--- src/rtl/sa_pkg.sv ---
// Shared definitions for the systolic-array host sequencer (sa_driver).
// Holds array geometry, the sequencer state type and the result-width helper.
package sa_pkg;

  // Array is SA_DIM x SA_DIM processing elements.
  localparam int SA_DIM = 4;
  localparam int SA_CELLS = SA_DIM * SA_DIM;

  // Diagonal skew needs 3*SA_DIM-2 feed cycles before the last PE sees its
  // last operand pair.
  localparam int SA_FEED_CYCLES = 3 * SA_DIM - 2;

  typedef enum logic [2:0] {
    IDLE = 3'd0,
    CLR  = 3'd1,
    FEED = 3'd2,
    CAPT = 3'd3,
    DONE = 3'd4
  } sa_drv_state_t;

  // Accumulators (and therefore results) are twice the operand width.
  function automatic int sa_res_w(input int size);
    return 2 * size;
  endfunction

endpackage

--- src/rtl/sa_driver_if.sv ---
// Host-side bus of sa_driver: operand write port, start/busy/done and the
// result read port. Optional accumulate input under SA_DRV_ACCUM_EN.
//
// Handshake: the host may pulse wr_en or start only while busy=0. start is
// accepted in IDLE; busy rises the next cycle and stays high until the done
// cycle. done is a one-cycle pulse; results on rd_data (combinational from
// rd_addr) are valid from that cycle until the next capture or reset.
// Writes and starts presented while busy, or in the done cycle (start), are
// dropped silently.
interface sa_driver_if
  import sa_pkg::*;
#(
  parameter int SIZE = 10
);
  localparam int RW = sa_res_w(SIZE);

  logic            wr_en;
  logic            wr_sel;
  logic [3:0]      wr_addr;
  logic [SIZE-1:0] wr_data;
  logic            start;
`ifdef SA_DRV_ACCUM_EN
  logic            accumulate;
`endif
  logic            busy;
  logic            done;
  logic [3:0]      rd_addr;
  logic [RW-1:0]   rd_data;
  sa_drv_state_t   dbg_state;

`ifdef SA_DRV_ACCUM_EN
  modport master (
    output wr_en, wr_sel, wr_addr, wr_data, start, accumulate, rd_addr,
    input  busy, done, rd_data, dbg_state
  );
  modport slave (
    input  wr_en, wr_sel, wr_addr, wr_data, start, accumulate, rd_addr,
    output busy, done, rd_data, dbg_state
  );
`else
  modport master (
    output wr_en, wr_sel, wr_addr, wr_data, start, rd_addr,
    input  busy, done, rd_data, dbg_state
  );
  modport slave (
    input  wr_en, wr_sel, wr_addr, wr_data, start, rd_addr,
    output busy, done, rd_data, dbg_state
  );
`endif

endinterface

--- src/rtl/sa_skew_mux.sv ---
// Combinational diagonal-skew selector: for feed step t, row i of the array
// gets A[i][t-i] and column j gets B[t-j][j]; out-of-window lanes are zero.
module sa_skew_mux
  import sa_pkg::*;
#(
  parameter int SIZE = 10
) (
  input  logic [3:0]      i_t,
  input  logic [SIZE-1:0] i_a_mat [SA_CELLS],
  input  logic [SIZE-1:0] i_b_mat [SA_CELLS],
  output logic [SIZE-1:0] o_a     [SA_DIM],
  output logic [SIZE-1:0] o_b     [SA_DIM]
);

  // Lane i picks element k where t == i + k; no match means zero.
  always_comb begin
    for (int i = 0; i < SA_DIM; i++) begin
      o_a[i] = '0;
      o_b[i] = '0;
    end
    for (int i = 0; i < SA_DIM; i++) begin
      for (int k = 0; k < SA_DIM; k++) begin
        if (i_t == 4'(i + k)) begin
          o_a[i] = i_a_mat[4'(i * SA_DIM + k)];
          o_b[i] = i_b_mat[4'(k * SA_DIM + i)];
        end
      end
    end
  end

endmodule

--- src/rtl/sa_driver.sv ---
// Host-side sequencer for the 4x4 output-stationary systolic multiply array.
// Holds operand matrices A and B, clears the array, streams skewed rows of A
// and columns of B into the array edges, then captures the 16 accumulators
// into a readable result bank. Results wrap modulo 2^(2*SIZE).
// Optional feature macro: SA_DRV_ACCUM_EN adds an accumulate input that
// skips the array clear so the new product adds onto the previous sums.
module sa_driver
  import sa_pkg::*;
#(
  parameter int SIZE = 10
) (
  input  logic                clk,
  input  logic                reset,
  sa_driver_if.slave          host,
  output logic                sa_reset,
  output logic [SIZE-1:0]     sa_a1, sa_a2, sa_a3, sa_a4,
  output logic [SIZE-1:0]     sa_b1, sa_b2, sa_b3, sa_b4,
  input  logic [2*SIZE-1:0]   sa_c1,  sa_c2,  sa_c3,  sa_c4,
  input  logic [2*SIZE-1:0]   sa_c5,  sa_c6,  sa_c7,  sa_c8,
  input  logic [2*SIZE-1:0]   sa_c9,  sa_c10, sa_c11, sa_c12,
  input  logic [2*SIZE-1:0]   sa_c13, sa_c14, sa_c15, sa_c16
);

  localparam int RW = sa_res_w(SIZE);

  sa_drv_state_t   r_state;
  sa_drv_state_t   w_state_next;
  logic [3:0]      r_t;
  logic [3:0]      w_load_t;
  logic            w_load_en;
  logic            w_capture;
  logic            w_idle;
  logic            w_wr_fire;
  logic            w_accum;

  logic [SIZE-1:0] r_a_mat  [SA_CELLS];
  logic [SIZE-1:0] r_b_mat  [SA_CELLS];
  logic [SIZE-1:0] w_a_next [SA_CELLS];
  logic [SIZE-1:0] w_b_next [SA_CELLS];
  logic [RW-1:0]   r_res    [SA_CELLS];
  logic [RW-1:0]   w_c      [SA_CELLS];

  logic [SIZE-1:0] w_skew_a [SA_DIM];
  logic [SIZE-1:0] w_skew_b [SA_DIM];
  logic [SIZE-1:0] r_sa_a   [SA_DIM];
  logic [SIZE-1:0] r_sa_b   [SA_DIM];

  assign w_idle    = (r_state == IDLE);
  assign w_wr_fire = w_idle && host.wr_en;

`ifdef SA_DRV_ACCUM_EN
  assign w_accum = host.accumulate;
`else
  assign w_accum = 1'b0;
`endif

  // Next-state and feed-step control; w_load_t is the feed step whose edge
  // values must be registered now so they appear in the following cycle.
  always_comb begin
    w_state_next = r_state;
    w_load_en    = 1'b0;
    w_load_t     = '0;
    w_capture    = 1'b0;
    case (r_state)
      IDLE: begin
        if (host.start) begin
          if (w_accum) begin
            w_state_next = FEED;
            w_load_en    = 1'b1;
          end else begin
            w_state_next = CLR;
          end
        end
      end
      CLR: begin
        w_state_next = FEED;
        w_load_en    = 1'b1;
      end
      FEED: begin
        if (r_t == 4'(SA_FEED_CYCLES - 1)) begin
          w_state_next = CAPT;
        end else begin
          w_load_en = 1'b1;
          w_load_t  = r_t + 4'd1;
        end
      end
      CAPT: begin
        w_capture    = 1'b1;
        w_state_next = DONE;
      end
      DONE: begin
        w_state_next = IDLE;
      end
      default: begin
        w_state_next = IDLE;
      end
    endcase
  end

  // State register and feed-step counter.
  always_ff @(posedge clk) begin
    if (reset) begin
      r_state <= IDLE;
      r_t     <= '0;
    end else begin
      r_state <= w_state_next;
      r_t     <= w_load_en ? w_load_t : 4'd0;
    end
  end

  // Operand matrices as they will be after this cycle's write, so a write
  // issued together with start is already visible to the skew selector.
  always_comb begin
    w_a_next = r_a_mat;
    w_b_next = r_b_mat;
    if (w_wr_fire) begin
      if (host.wr_sel) begin
        w_b_next[host.wr_addr] = host.wr_data;
      end else begin
        w_a_next[host.wr_addr] = host.wr_data;
      end
    end
  end

  // Operand storage; persists across runs, cleared only by reset.
  always_ff @(posedge clk) begin
    if (reset) begin
      for (int i = 0; i < SA_CELLS; i++) begin
        r_a_mat[i] <= '0;
        r_b_mat[i] <= '0;
      end
    end else begin
      r_a_mat <= w_a_next;
      r_b_mat <= w_b_next;
    end
  end

  sa_skew_mux #(
    .SIZE (SIZE)
  ) u_skew (
    .i_t     (w_load_t),
    .i_a_mat (w_a_next),
    .i_b_mat (w_b_next),
    .o_a     (w_skew_a),
    .o_b     (w_skew_b)
  );

  // Edge registers: hold the skewed values during FEED, zero otherwise.
  always_ff @(posedge clk) begin
    if (reset) begin
      for (int i = 0; i < SA_DIM; i++) begin
        r_sa_a[i] <= '0;
        r_sa_b[i] <= '0;
      end
    end else begin
      for (int i = 0; i < SA_DIM; i++) begin
        r_sa_a[i] <= w_load_en ? w_skew_a[i] : '0;
        r_sa_b[i] <= w_load_en ? w_skew_b[i] : '0;
      end
    end
  end

  assign w_c[0]  = sa_c1;   assign w_c[1]  = sa_c2;
  assign w_c[2]  = sa_c3;   assign w_c[3]  = sa_c4;
  assign w_c[4]  = sa_c5;   assign w_c[5]  = sa_c6;
  assign w_c[6]  = sa_c7;   assign w_c[7]  = sa_c8;
  assign w_c[8]  = sa_c9;   assign w_c[9]  = sa_c10;
  assign w_c[10] = sa_c11;  assign w_c[11] = sa_c12;
  assign w_c[12] = sa_c13;  assign w_c[13] = sa_c14;
  assign w_c[14] = sa_c15;  assign w_c[15] = sa_c16;

  // Result bank: latched once per run in CAPT, held until next CAPT/reset.
  always_ff @(posedge clk) begin
    if (reset) begin
      for (int i = 0; i < SA_CELLS; i++) begin
        r_res[i] <= '0;
      end
    end else if (w_capture) begin
      r_res <= w_c;
    end
  end

  // The array clears in the same cycle as this block, hence combinational.
  assign sa_reset = reset | (r_state == CLR);

  assign sa_a1 = r_sa_a[0];
  assign sa_a2 = r_sa_a[1];
  assign sa_a3 = r_sa_a[2];
  assign sa_a4 = r_sa_a[3];
  assign sa_b1 = r_sa_b[0];
  assign sa_b2 = r_sa_b[1];
  assign sa_b3 = r_sa_b[2];
  assign sa_b4 = r_sa_b[3];

  assign host.busy      = (r_state == CLR) || (r_state == FEED) || (r_state == CAPT);
  assign host.done      = (r_state == DONE);
  assign host.rd_data   = r_res[host.rd_addr];
  assign host.dbg_state = r_state;

endmodule

--- src/flat_wrapper.sv ---
// flat-port wrapper written by rule: the top's interface ports become plain ports
module sa_driver_flat import sa_pkg::*;
#(
  parameter int SIZE = 10
)
  (clk, reset, sa_reset, sa_a1, sa_a2, sa_a3, sa_a4, sa_b1, sa_b2, sa_b3, sa_b4, sa_c1, sa_c2, sa_c3, sa_c4, sa_c5, sa_c6, sa_c7, sa_c8, sa_c9, sa_c10, sa_c11, sa_c12, sa_c13, sa_c14, sa_c15, sa_c16, host_wr_en, host_wr_sel, host_wr_addr, host_wr_data, host_start, host_rd_addr, host_busy, host_done, host_rd_data, host_dbg_state);
  sa_driver_if #(.SIZE(SIZE)) host_i ();
  input  logic clk;
  input  logic reset;
  output logic sa_reset;
  output logic [SIZE-1:0] sa_a1;
  output logic [SIZE-1:0] sa_a2;
  output logic [SIZE-1:0] sa_a3;
  output logic [SIZE-1:0] sa_a4;
  output logic [SIZE-1:0] sa_b1;
  output logic [SIZE-1:0] sa_b2;
  output logic [SIZE-1:0] sa_b3;
  output logic [SIZE-1:0] sa_b4;
  input  logic [2*SIZE-1:0] sa_c1;
  input  logic [2*SIZE-1:0] sa_c2;
  input  logic [2*SIZE-1:0] sa_c3;
  input  logic [2*SIZE-1:0] sa_c4;
  input  logic [2*SIZE-1:0] sa_c5;
  input  logic [2*SIZE-1:0] sa_c6;
  input  logic [2*SIZE-1:0] sa_c7;
  input  logic [2*SIZE-1:0] sa_c8;
  input  logic [2*SIZE-1:0] sa_c9;
  input  logic [2*SIZE-1:0] sa_c10;
  input  logic [2*SIZE-1:0] sa_c11;
  input  logic [2*SIZE-1:0] sa_c12;
  input  logic [2*SIZE-1:0] sa_c13;
  input  logic [2*SIZE-1:0] sa_c14;
  input  logic [2*SIZE-1:0] sa_c15;
  input  logic [2*SIZE-1:0] sa_c16;
  input wire logic [$bits(host_i.wr_en)-1:0] host_wr_en;
  input wire logic [$bits(host_i.wr_sel)-1:0] host_wr_sel;
  input wire logic [$bits(host_i.wr_addr)-1:0] host_wr_addr;
  input wire logic [$bits(host_i.wr_data)-1:0] host_wr_data;
  input wire logic [$bits(host_i.start)-1:0] host_start;
  input wire logic [$bits(host_i.rd_addr)-1:0] host_rd_addr;
  output wire logic [$bits(host_i.busy)-1:0] host_busy;
  output wire logic [$bits(host_i.done)-1:0] host_done;
  output wire logic [$bits(host_i.rd_data)-1:0] host_rd_data;
  output wire logic [$bits(host_i.dbg_state)-1:0] host_dbg_state;
  assign host_i.wr_en = host_wr_en;
  assign host_i.wr_sel = host_wr_sel;
  assign host_i.wr_addr = host_wr_addr;
  assign host_i.wr_data = host_wr_data;
  assign host_i.start = host_start;
  assign host_i.rd_addr = host_rd_addr;
  assign host_busy = host_i.busy;
  assign host_done = host_i.done;
  assign host_rd_data = host_i.rd_data;
  assign host_dbg_state = host_i.dbg_state;
  sa_driver #(.SIZE(SIZE)) u_core (.clk(clk), .reset(reset), .host(host_i), .sa_reset(sa_reset), .sa_a1(sa_a1), .sa_a2(sa_a2), .sa_a3(sa_a3), .sa_a4(sa_a4), .sa_b1(sa_b1), .sa_b2(sa_b2), .sa_b3(sa_b3), .sa_b4(sa_b4), .sa_c1(sa_c1), .sa_c2(sa_c2), .sa_c3(sa_c3), .sa_c4(sa_c4), .sa_c5(sa_c5), .sa_c6(sa_c6), .sa_c7(sa_c7), .sa_c8(sa_c8), .sa_c9(sa_c9), .sa_c10(sa_c10), .sa_c11(sa_c11), .sa_c12(sa_c12), .sa_c13(sa_c13), .sa_c14(sa_c14), .sa_c15(sa_c15), .sa_c16(sa_c16));
endmodule
--- config.mk ---
export PLATFORM = sky130hd
export DESIGN_NAME = sa_driver_flat
export DESIGN_NICKNAME = d
export VERILOG_FILES = /design/src/rtl/sa_pkg.sv /design/src/rtl/sa_driver_if.sv /design/src/rtl/sa_skew_mux.sv /design/src/rtl/sa_driver.sv /design/src/flat_wrapper.sv
export SDC_FILE = /design/constraint.sdc
export NUM_CORES = 1
export LEC_CHECK = 0
export ABC_CLOCK_PERIOD_IN_PS = 4200
export CAP_MARGIN = 20
export CORE_MARGIN = 4
export CORE_UTILIZATION = 56
export DETAILED_ROUTE_END_ITERATION = 16
export HOLD_SLACK_MARGIN = 0.15
export PLACE_DENSITY = 0.95
export SYNTH_ARGS = -nofsm -noshare
export SYNTH_HDL_FRONTEND = slang
export SYNTH_SLANG_ARGS = --single-unit
--- constraint.sdc ---
create_clock -name clk -period 4.2 [get_ports clk]
set_input_delay 0.84 -clock clk [delete_from_list [all_inputs] [get_ports clk]]
set_output_delay 0.84 -clock clk [all_outputs]
set_load 0.02 [all_outputs]
# Yosys cells after proc, flatten, opt, wreduce, memory -nomap -nowiden
# Memories as Yosys holds them, arrays and structs flattened.
# Index checks and enable logic that the tools add are counted.
[classes]
addsub = 1
magnitude_cmp = 3
eq_ne = 13
mux = 70
bitwise = 13
n_reduce_logical = 10
[op_table]
columns = ["op", "count"]
rows = [
  ["160-bit 2-to-1 mux", 4],
  ["10-bit 2-to-1 mux", 49],
  ["160-bit bitwise mux", 2],
  ["20-bit binary-select mux with 4-bit select", 1],
  ["10-bit demux with 4-bit select", 1],
  ["20-bit 2-to-1 mux", 2],
  ["4-bit by 3-bit equality test with 1-bit output (second input constant)", 3],
  ["3-bit case mux with 4 select lines", 1],
  ["5-bit greater-or-equal comparator (second input constant)", 2],
  ["4-bit inverter with 5-bit output", 2],
  ["1-bit bitwise OR", 9],
  ["4-bit by 2-bit equality test with 1-bit output (second input constant)", 2],
  ["4-bit 2-to-1 mux", 2],
  ["3-bit by 2-bit equality test with 1-bit output (second input constant)", 2],
  ["3-bit 2-to-1 mux", 2],
  ["2-bit AND reduction", 3],
  ["5-bit by 1-bit less-than comparator with 1-bit output (second input constant)", 1],
  ["1-bit 2-to-1 mux", 5],
  ["4-bit by 1-bit adder with 4-bit output (second input constant)", 1],
  ["4-bit by 1-bit equality test with 1-bit output (second input constant)", 1],
  ["4-bit equality test (second input constant)", 1],
  ["4-bit logical NOT", 1],
  ["3-bit by 1-bit equality test with 1-bit output (second input constant)", 1],
  ["3-bit equality test (second input constant)", 1],
  ["8 further kinds", 11],
]
[word_totals]
reg_bits = 647
mem_bits_rw = 80
in_bits = 343
out_inout_bits = 106
elab_cells = 162
n_memories = 2
[memory_table]
columns = ["name", "depth", "word_bits", "rd", "rd_ports_with_merged_regs", "write_ports", "line", "source"]
rows = [
  ["u_core.r_sa_a", 4, 10, 4, 0, 4, "sa_driver.sv:45", "logic [SIZE-1:0] r_sa_a [SA_DIM];"],
  ["u_core.r_sa_b", 4, 10, 4, 0, 4, "sa_driver.sv:46", "logic [SIZE-1:0] r_sa_b [SA_DIM];"],
]

# Depth between registers and ports, before layout
# Gate-level depths: netlist of the first run.
[depth]
ltp_word = 14
depth_mapped = 9
mapped_depth_nobuf = 7

# Cells and area by module
# A second synthesis of the first run with hierarchy kept.
[hier_totals]
hier_cells = 3547
hier_area_um2 = 34031.4
[by_module_without_submodules]
columns = ["module", "instances", "cells_each", "area_each_um2", "seq_area_each_um2"]
rows = [
  ["sa_driver", 1, 3373, 32682.6, 14554.0],
  ["sa_skew_mux", 1, 174, 1348.8, 0.0],
]

# Least setup slack after synthesis of the first run
# No wires, ideal clock.
[synth_path]
kind = "input to output"
start = "input port host_rd_addr[0]"
end = "output port host_rd_data[0]"
arrival_ns = 2.395
required_ns = 3.360
path_slack_ns = 0.965
stages = 4
path_buffers = 2
cell_sequence = "clkbuf_1 buf_2 mux4_2 mux4_2"
[synth_between]
elab_chain_len = 4
[synth_lines]
columns = ["element", "line", "source"]
rows = [
  ["start, declared", "flat_wrapper.sv:40", "input wire logic [$bits(host_i.rd_addr)-1:0] host_rd_addr;"],
  ["4-bit inverter with 5-bit output (not written as such)", "sa_driver.sv:197", "assign host.rd_data = r_res[host.rd_addr];"],
  ["20-bit binary-select mux with 4-bit select", "sa_driver.sv:197", ""],
  ["20-bit 2-to-1 mux (not written as such) (2 in a row)", "sa_driver.sv:197", ""],
  ["end, declared", "flat_wrapper.sv:43", "output wire logic [$bits(host_i.rd_data)-1:0] host_rd_data;"],
]
# No other way between the ends. The select of a mux whose other input is x is not followed.

# Final worst setup path of the first run
[layout_path]
start = "input port host_rd_addr[0]"
end = "output port host_rd_data[8]"
# Same word-level chain as after synthesis.

==> results.json, run 1 <==
{
  "yosysTopAreaCellShare_pct": 49.63,
  "power_leakage_uw": 0.01035,
  "cts.sinks": 547,
  "crit_path_frequent_cell": "mux4_2",
  "status": "finished clean",
  "hold_class": "flop to flop",
  "async_flop_share_pct": 0,
  "clock_path_buffers": 3,
  "cp-startpoint": "host_rd_addr[0]",
  "synth.area.top_cells": "dfxtp_1 50%, nand2_1 11%, mux4_2 10%",
  "synth_edf_count": 0,
  "drc": 0,
  "critPathTopFamily": "buffers and inverters",
  "first_global_vias": 19010,
  "start_kind": "input port",
  "relSlewSlack_pct": 25.74,
  "num_vias": 19900,
  "yosysTopAreaCell": "dfxtp_1",
  "avgSynthCellArea_um2": 9.213,
  "cts_tree": "built",
  "grt_setup_unrepaired": "false",
  "postRouteAntennaNets": 0,
  "gp_congestion": 1.085,
  "period_minus_slack_ns": 3.889,
  "synth_flop_cell": "dfxtp_1",
  "nNetsFinal": 3069,
  "clk_pin_slew_worst_paths_ns": 0.06,
  "path_depth": 5,
  "slowest_delay_ns": 0.56,
  "clock_latency_ns": 0.62,
  "ys_types": 52,
  "fp.dieW_um": 206.5,
  "power_uw": 11350,
  "slowest_stage": "clkdlybuf4s50_1",
  "grt_pass1_wl_mm": 122.6,
  "syn_area_um2": 22060,
  "drt_iter0_drc": 2723,
  "dieArea_um2": 42640,
  "final_area_um2": 28430,
  "setup_viol": 0,
  "ioPinCount": 449,
  "antenna_found_initial": 9,
  "worst-path-buf-inv": 3,
  "initial_utilization_pct": 56.83,
  "tightest_slew_ns": 1.114,
  "yosys-top-cells-count": "647 x nand2_1, 547 x dfxtp_1, 338 x a21oi_1, 194 x nor2_1, 174 x clkbuf_1",
  "seq_power_share_pct": 47.8,
  "synth_seq_area_share_pct": 49.63,
  "wire_per_inst_um": 26.34,
  "fin_crit_sh_pct": 92.59,
  "grt_usage_pct": 39.05,
  "avgViaCountPerCell": 6.044,
  "fin_tns_setup_ns": 0,
  "drive_gt1_share_pct": 9.870,
  "crit_arrival_ns": 3.05,
  "placed_cells": 3185,
  "coreArea_um2": 38830,
  "yosysMostFrequentCell": "nand2_1",
  "cp-endpoint": "host_rd_data[8]",
  "r2r_cells": 7,
  "ir_drop_mv": 0.4112,
  "grt_max_degree": 229,
  "crit_path_end_kind": "output port",
  "hpwlAfterDp_mm": 62.82,
  "ctsHoldBuffers": 0,
  "cts-root-buf": "clkbuf_16",
  "clock_skew_ns": 0.02280,
  "r2r_end": "u_core.r_sa_b[1][5]",
  "max_freq_ghz": 0.2572,
  "grt_overflow_total": 0,
  "combPwrFrac_pct": 10.4,
  "num_rows": 72,
  "crit_chain": "buf_6 > buf_4 > mux4_2 > mux4_2 > clkdlybuf4s50_1",
  "syn2layout_area_growth_pct": 28.85,
  "final_cell_count_no_fill": 3293,
  "die_h_um": 206.5,
  "p_sw_share_pct": 25.53,
  "finalWirelength_mm": 86.74,
  "htreeDepth": 2,
  "synth_cells": 2395,
  "postCtsSetupBuffers": 0,
  "numCtsBuffers": 53,
  "slew_viol_final": 0,
  "pwr-share-clk_pct": 41.8,
  "final_hold_viol_count": 0,
  "firstDrtPassIters": 6,
  "timing.rr.start": "u_core.r_t[0]",
  "ctsResizeCount": 0,
  "yosys_warnings": 0,
  "synth_seq_cells": 547,
  "critPathKind": "input port to output port",
  "r2r_setup_slack_ns": 1.28,
  "maxCapViolCount": 0,
  "power.net_switching_uw": 2898,
  "io_buffers": 428,
  "p_int_uw": 8451,
  "power.density_nw_per_um2": 399.1,
  "placed_area_um2": 26630,
  "critPathMaxFanout": 19,
  "worstPathRequired_ns": 3.36
}
-- final cells by class --
cell class                      instances  area, um^2
Antenna cell                            9       22.52
Clock inverter                         22       206.4
Sequential cell                       547       10950
Timing Repair Buffer                  481        4851
Fill cell                            2697       10400
Tap cell                              518       648.1
Inverter                                1       3.754
Multi-Input combinational cell       1640       10230
Clock buffer                           75        1519
-- placed cells by master (no fill, tap or decap), types with 20 or more instances in the layout --
master	Yosys	layout
clkbuf_16	0	53
buf_4	25	42
nand2_1	647	647
nor2_1	194	193
clkdlybuf4s50_1	0	425
a21oi_1	338	338
mux4_2	100	100
mux2i_1	146	146
dfxtp_1	547	547
o22a_1	40	40
conb_1	1	20
-- worst min path at each step --
stage	depth (start not counted)	start	endpoint
after CTS	2	u_core.r_res[250]	u_core.r_res[250]
final	2	u_core.r_res[202]	u_core.r_res[202]
after detailed placement	2	u_core.r_res[250]	u_core.r_res[250]
after floorplan	2	u_core.r_res[100]	u_core.r_res[100]
after global placement	2	u_core.r_res[106]	u_core.r_res[106]
after global routing	2	u_core.r_res[120]	u_core.r_res[120]
-- power by group through the flow --
| stage | Clock, uW | Combinational (uW) | Sequential [uW] |
|---|---|---|---|
| CTS | 4750 | 1160 | 5410 |
| floorplan | 0 | 602 | 5450 |
| global placement | 0 | 1130 | 5530 |
| detailed placement | 0 | 1150 | 5530 |
| finish | 4740 | 1180 | 5420 |
| global route | 4960 | 1250 | 5420 |
-- through the flow --
step	utilization [%]	setup slack (ns)	hold slack (ns)
2_1_floorplan	-	0.9652	0.4331
3_3_place_gp	68.58	0.3189	0.4392
3_5_place_dp	68.58	0.2820	0.4474
4_1_cts	73.02	0.2846	0.4560
5_1_grt	73.22	0.2424	0.4731
6_report	73.22	0.3112	0.4530
-- state kept, by name, summed over array words and instances, names as in the netlist --
signal / count
u_core.r_res: 320
u_core.r_a_mat: 80
u_core.r_b_mat: 80
u_core.r_sa_b: 40
u_core.r_sa_a: 20
u_core.r_t: 4
u_core.host.dbg_state: 3
-- logic make-up after synthesis --
family	after synthesis	share of synthesized area (%)
simple gates	911	16.46
fa+ha+maj	2	0.1134
compound gates	450	11.88
other cells	1	0.01700
mux	253	17.19
flops	547	49.63
xor+xnor	4	0.1928
buf+inv	227	4.519
-- worst reg2reg max path, stage by stage (launching register included) --
cell	delay [ns]
dfxtp_1	0.39
ha_1	0.29
xnor2_2	0.31
nand3b_1	0.36
or3_1	0.84
buf_4	0.36
o22a_1	0.21
nor2_1	0.08
-- routing by layer --
| layer | share of wire, % | vias to the layer above | track usage, % |
|---|---|---|---|
| met4 | 5.2 | 0 | 19.13 |
| met1 | 38 | 9580 | 52.92 |
| li1 | - | 8782 | - |
| met2 | 45 | 1333 | 59.05 |
| met5 | 0 | - | 0 |
| met3 | 12 | 207 | 9.383 |
Power figures use the tool's default switching activity.
==> run 2: changes to the inputs <==
CORE_MARGIN = not set   (was 4)
GPL_TIMING_DRIVEN = 1   (was not set)
==> run 2 against run 1 <==
Net effect: global-route usage grew 2.9 points; clock-buffer cell count shrank 8; sequential power barely moved; register-to-register slack got worse by 0.07 ns; routed wire length grew 0.17%; flip-flop and latch count unchanged; final cell count shrank 0.27%; first-iteration DRC count up 2.9%; maximum frequency up 0.40%; critical path type unchanged; highest routed layer unchanged.
==> results.json, run 2 (synthesized netlist as in run 1, its figures left out) <==
{
  "gp_congestion": 0.9748,
  "setup_viol": 0,
  "grt_setup_unrepaired": "false",
  "cts.sinks": 547,
  "crit_path_frequent_cell": "mux4_2",
  "power_uw": 11850,
  "worstPathRequired_ns": 3.36,
  "final_common_cell": "nand2_1",
  "firstDrtPassIters": 8,
  "reg.largest.list": "u_core.r_res: 320 flops, u_core.r_a_mat: 80 flops, u_core.r_b_mat: 80 flops",
  "grt_max_degree": 180,
  "crit_chain": "buf_6 > buf_4 > mux4_2 > mux4_2 > clkdlybuf4s50_1",
  "num_vias": 20460,
  "clock_latency_ns": 0.64,
  "power_leakage_uw": 0.01043,
  "ctsHoldBuffers": 0,
  "numCtsBuffers": 53,
  "cts_tree": "built",
  "grt_pass1_wl_mm": 124.9,
  "initial_utilization_pct": 56.96,
  "coreArea_um2": 38740,
  "final_cell_count_no_fill": 3284,
  "wire_per_inst_um": 26.46,
  "postRouteAntennaNets": 0,
  "max_freq_ghz": 0.2582,
  "grt_usage_pct": 41.94,
  "io_buffers": 428,
  "hold_class": "flop to flop",
  "fin_tns_setup_ns": 0,
  "clock_skew_ns": 0.03382,
  "slew_viol_final": 0,
  "critPathKind": "input port to output port",
  "dieArea_um2": 40200,
  "drt_iter0_drc": 2802,
  "ioPinCount": 449,
  "clock_path_buffers": 3,
  "largest-register": "u_core.r_res",
  "ir_drop_mv": 0.5938,
  "num_rows": 72,
  "maxCapViolCount": 0,
  "start_kind": "input port",
  "fp.dieW_um": 200.5,
  "drive_gt1_share_pct": 9.877,
  "nNetsFinal": 3069,
  "fillCellCount": 2548,
  "slowest_delay_ns": 0.57,
  "clk_pin_slew_worst_paths_ns": 0.06,
  "syn2layout_area_growth_pct": 29.59,
  "finalWirelength_mm": 86.89,
  "period_minus_slack_ns": 3.873,
  "ctsResizeCount": 0,
  "tightest_slew_ns": 1.169,
  "final_util_pct": 73.81,
  "drc": 0,
  "grt_overflow_total": 0,
  "critPathTopFamily": "buffers and inverters",
  "status": "finished clean",
  "die_h_um": 200.5,
  "slowest_stage": "clkdlybuf4s50_1",
  "worst-path-buf-inv": 3,
  "placed_cells": 3185,
  "htreeDepth": 2,
  "crit_arrival_ns": 3.03,
  "final_cell_mix": "647 x nand2_1, 547 x dfxtp_1, 425 x clkdlybuf4s50_1, 338 x a21oi_1, 193 x nor2_1",
  "critPathMaxFanout": 20,
  "relSlewSlack_pct": 22.07,
  "final_hold_viol_count": 0,
  "crit_path_end_kind": "output port",
  "fin_crit_sh_pct": 92.22,
  "cts-root-buf": "clkbuf_16",
  "postCtsSetupBuffers": 0,
  "antenna_found_initial": 2,
  "first_global_vias": 19490,
  "largest_reg_flops": 320,
  "avgViaCountPerCell": 6.229,
  "hpwlAfterDp_mm": 60.02,
  "worst_hold_slack_ns": 0.4564,
  "power.density_nw_per_um2": 414.5
}
-- run 2: cell count changes in the layout (fill, tap and decap cells not counted), sizes merged --
cell / before / now
diode: 9 / 2
bufinv: 1 / 10
clkbuf: 75 / 67
inv: 4 / 3
clkinv: 13 / 12
clkinvlp: 5 / 4
-- run 2: path summary, 6_finish.rpt --
kind,startpoint,endpoint,slack (ns),cells past startpoint
max,host_rd_addr[0],host_rd_data[13],0.33,5
max reg2reg,u_core.r_t[0],u_core.r_sa_a[0][9],1.21,8
min reg2reg,u_core.r_res[100],u_core.r_res[100],0.46,2
min,u_core.r_res[100],u_core.r_res[100],0.46,2
-- run 2: worst reg2reg max path, stage by stage (launching register included) --
cell,delay (ns)
dfxtp_1,0.49
ha_1,0.21
nand2_1,0.05
o211ai_1,0.53
buf_4,0.36
a21o_1,0.32
buf_4,0.59
a21oi_1,0.17
o21a_1,0.16
-- run 2: area by class of cell --
type,count,area (um^2),area share [%]
clock inverters,28,476.7,1.667
repair buffers,481,4851,16.96
well taps,518,648.1,2.267
inverters,1,3.754,0.01313
diodes,2,5.005,0.01750
clock buffers,67,1429,4.997
multi-input cells,1640,10230,35.78
flip-flops and latches,547,10950,38.30
-- run 2: through the flow --
step | setup WS, ns | area [um^2]
global placement | 0.3489 | 26630
finish | 0.3269 | 28590
CTS | 0.2995 | 28530
global route | 0.2482 | 28590
floorplan | 0.9652 | 22140
detailed placement | 0.3002 | 26630
-- run 2: metal layers --
metal	vias up	global-route usage, %	routed length [um]
met5	-	0	0
met4	0	20.42	4967
met3	291	9.870	9467
met2	1502	65.98	39490
met1	9872	54.45	32960
li1	8790	-	-
-- run 2: report_power, final --
part | total [uW] | switching (uW) | leakage (uW) | internal (uW)
clock network | 5240 | 2180 | 0.000914 | 3050
registers | 5410 | 114 | 0.00441 | 5300
logic | 1210 | 663 | 0.00510 | 543
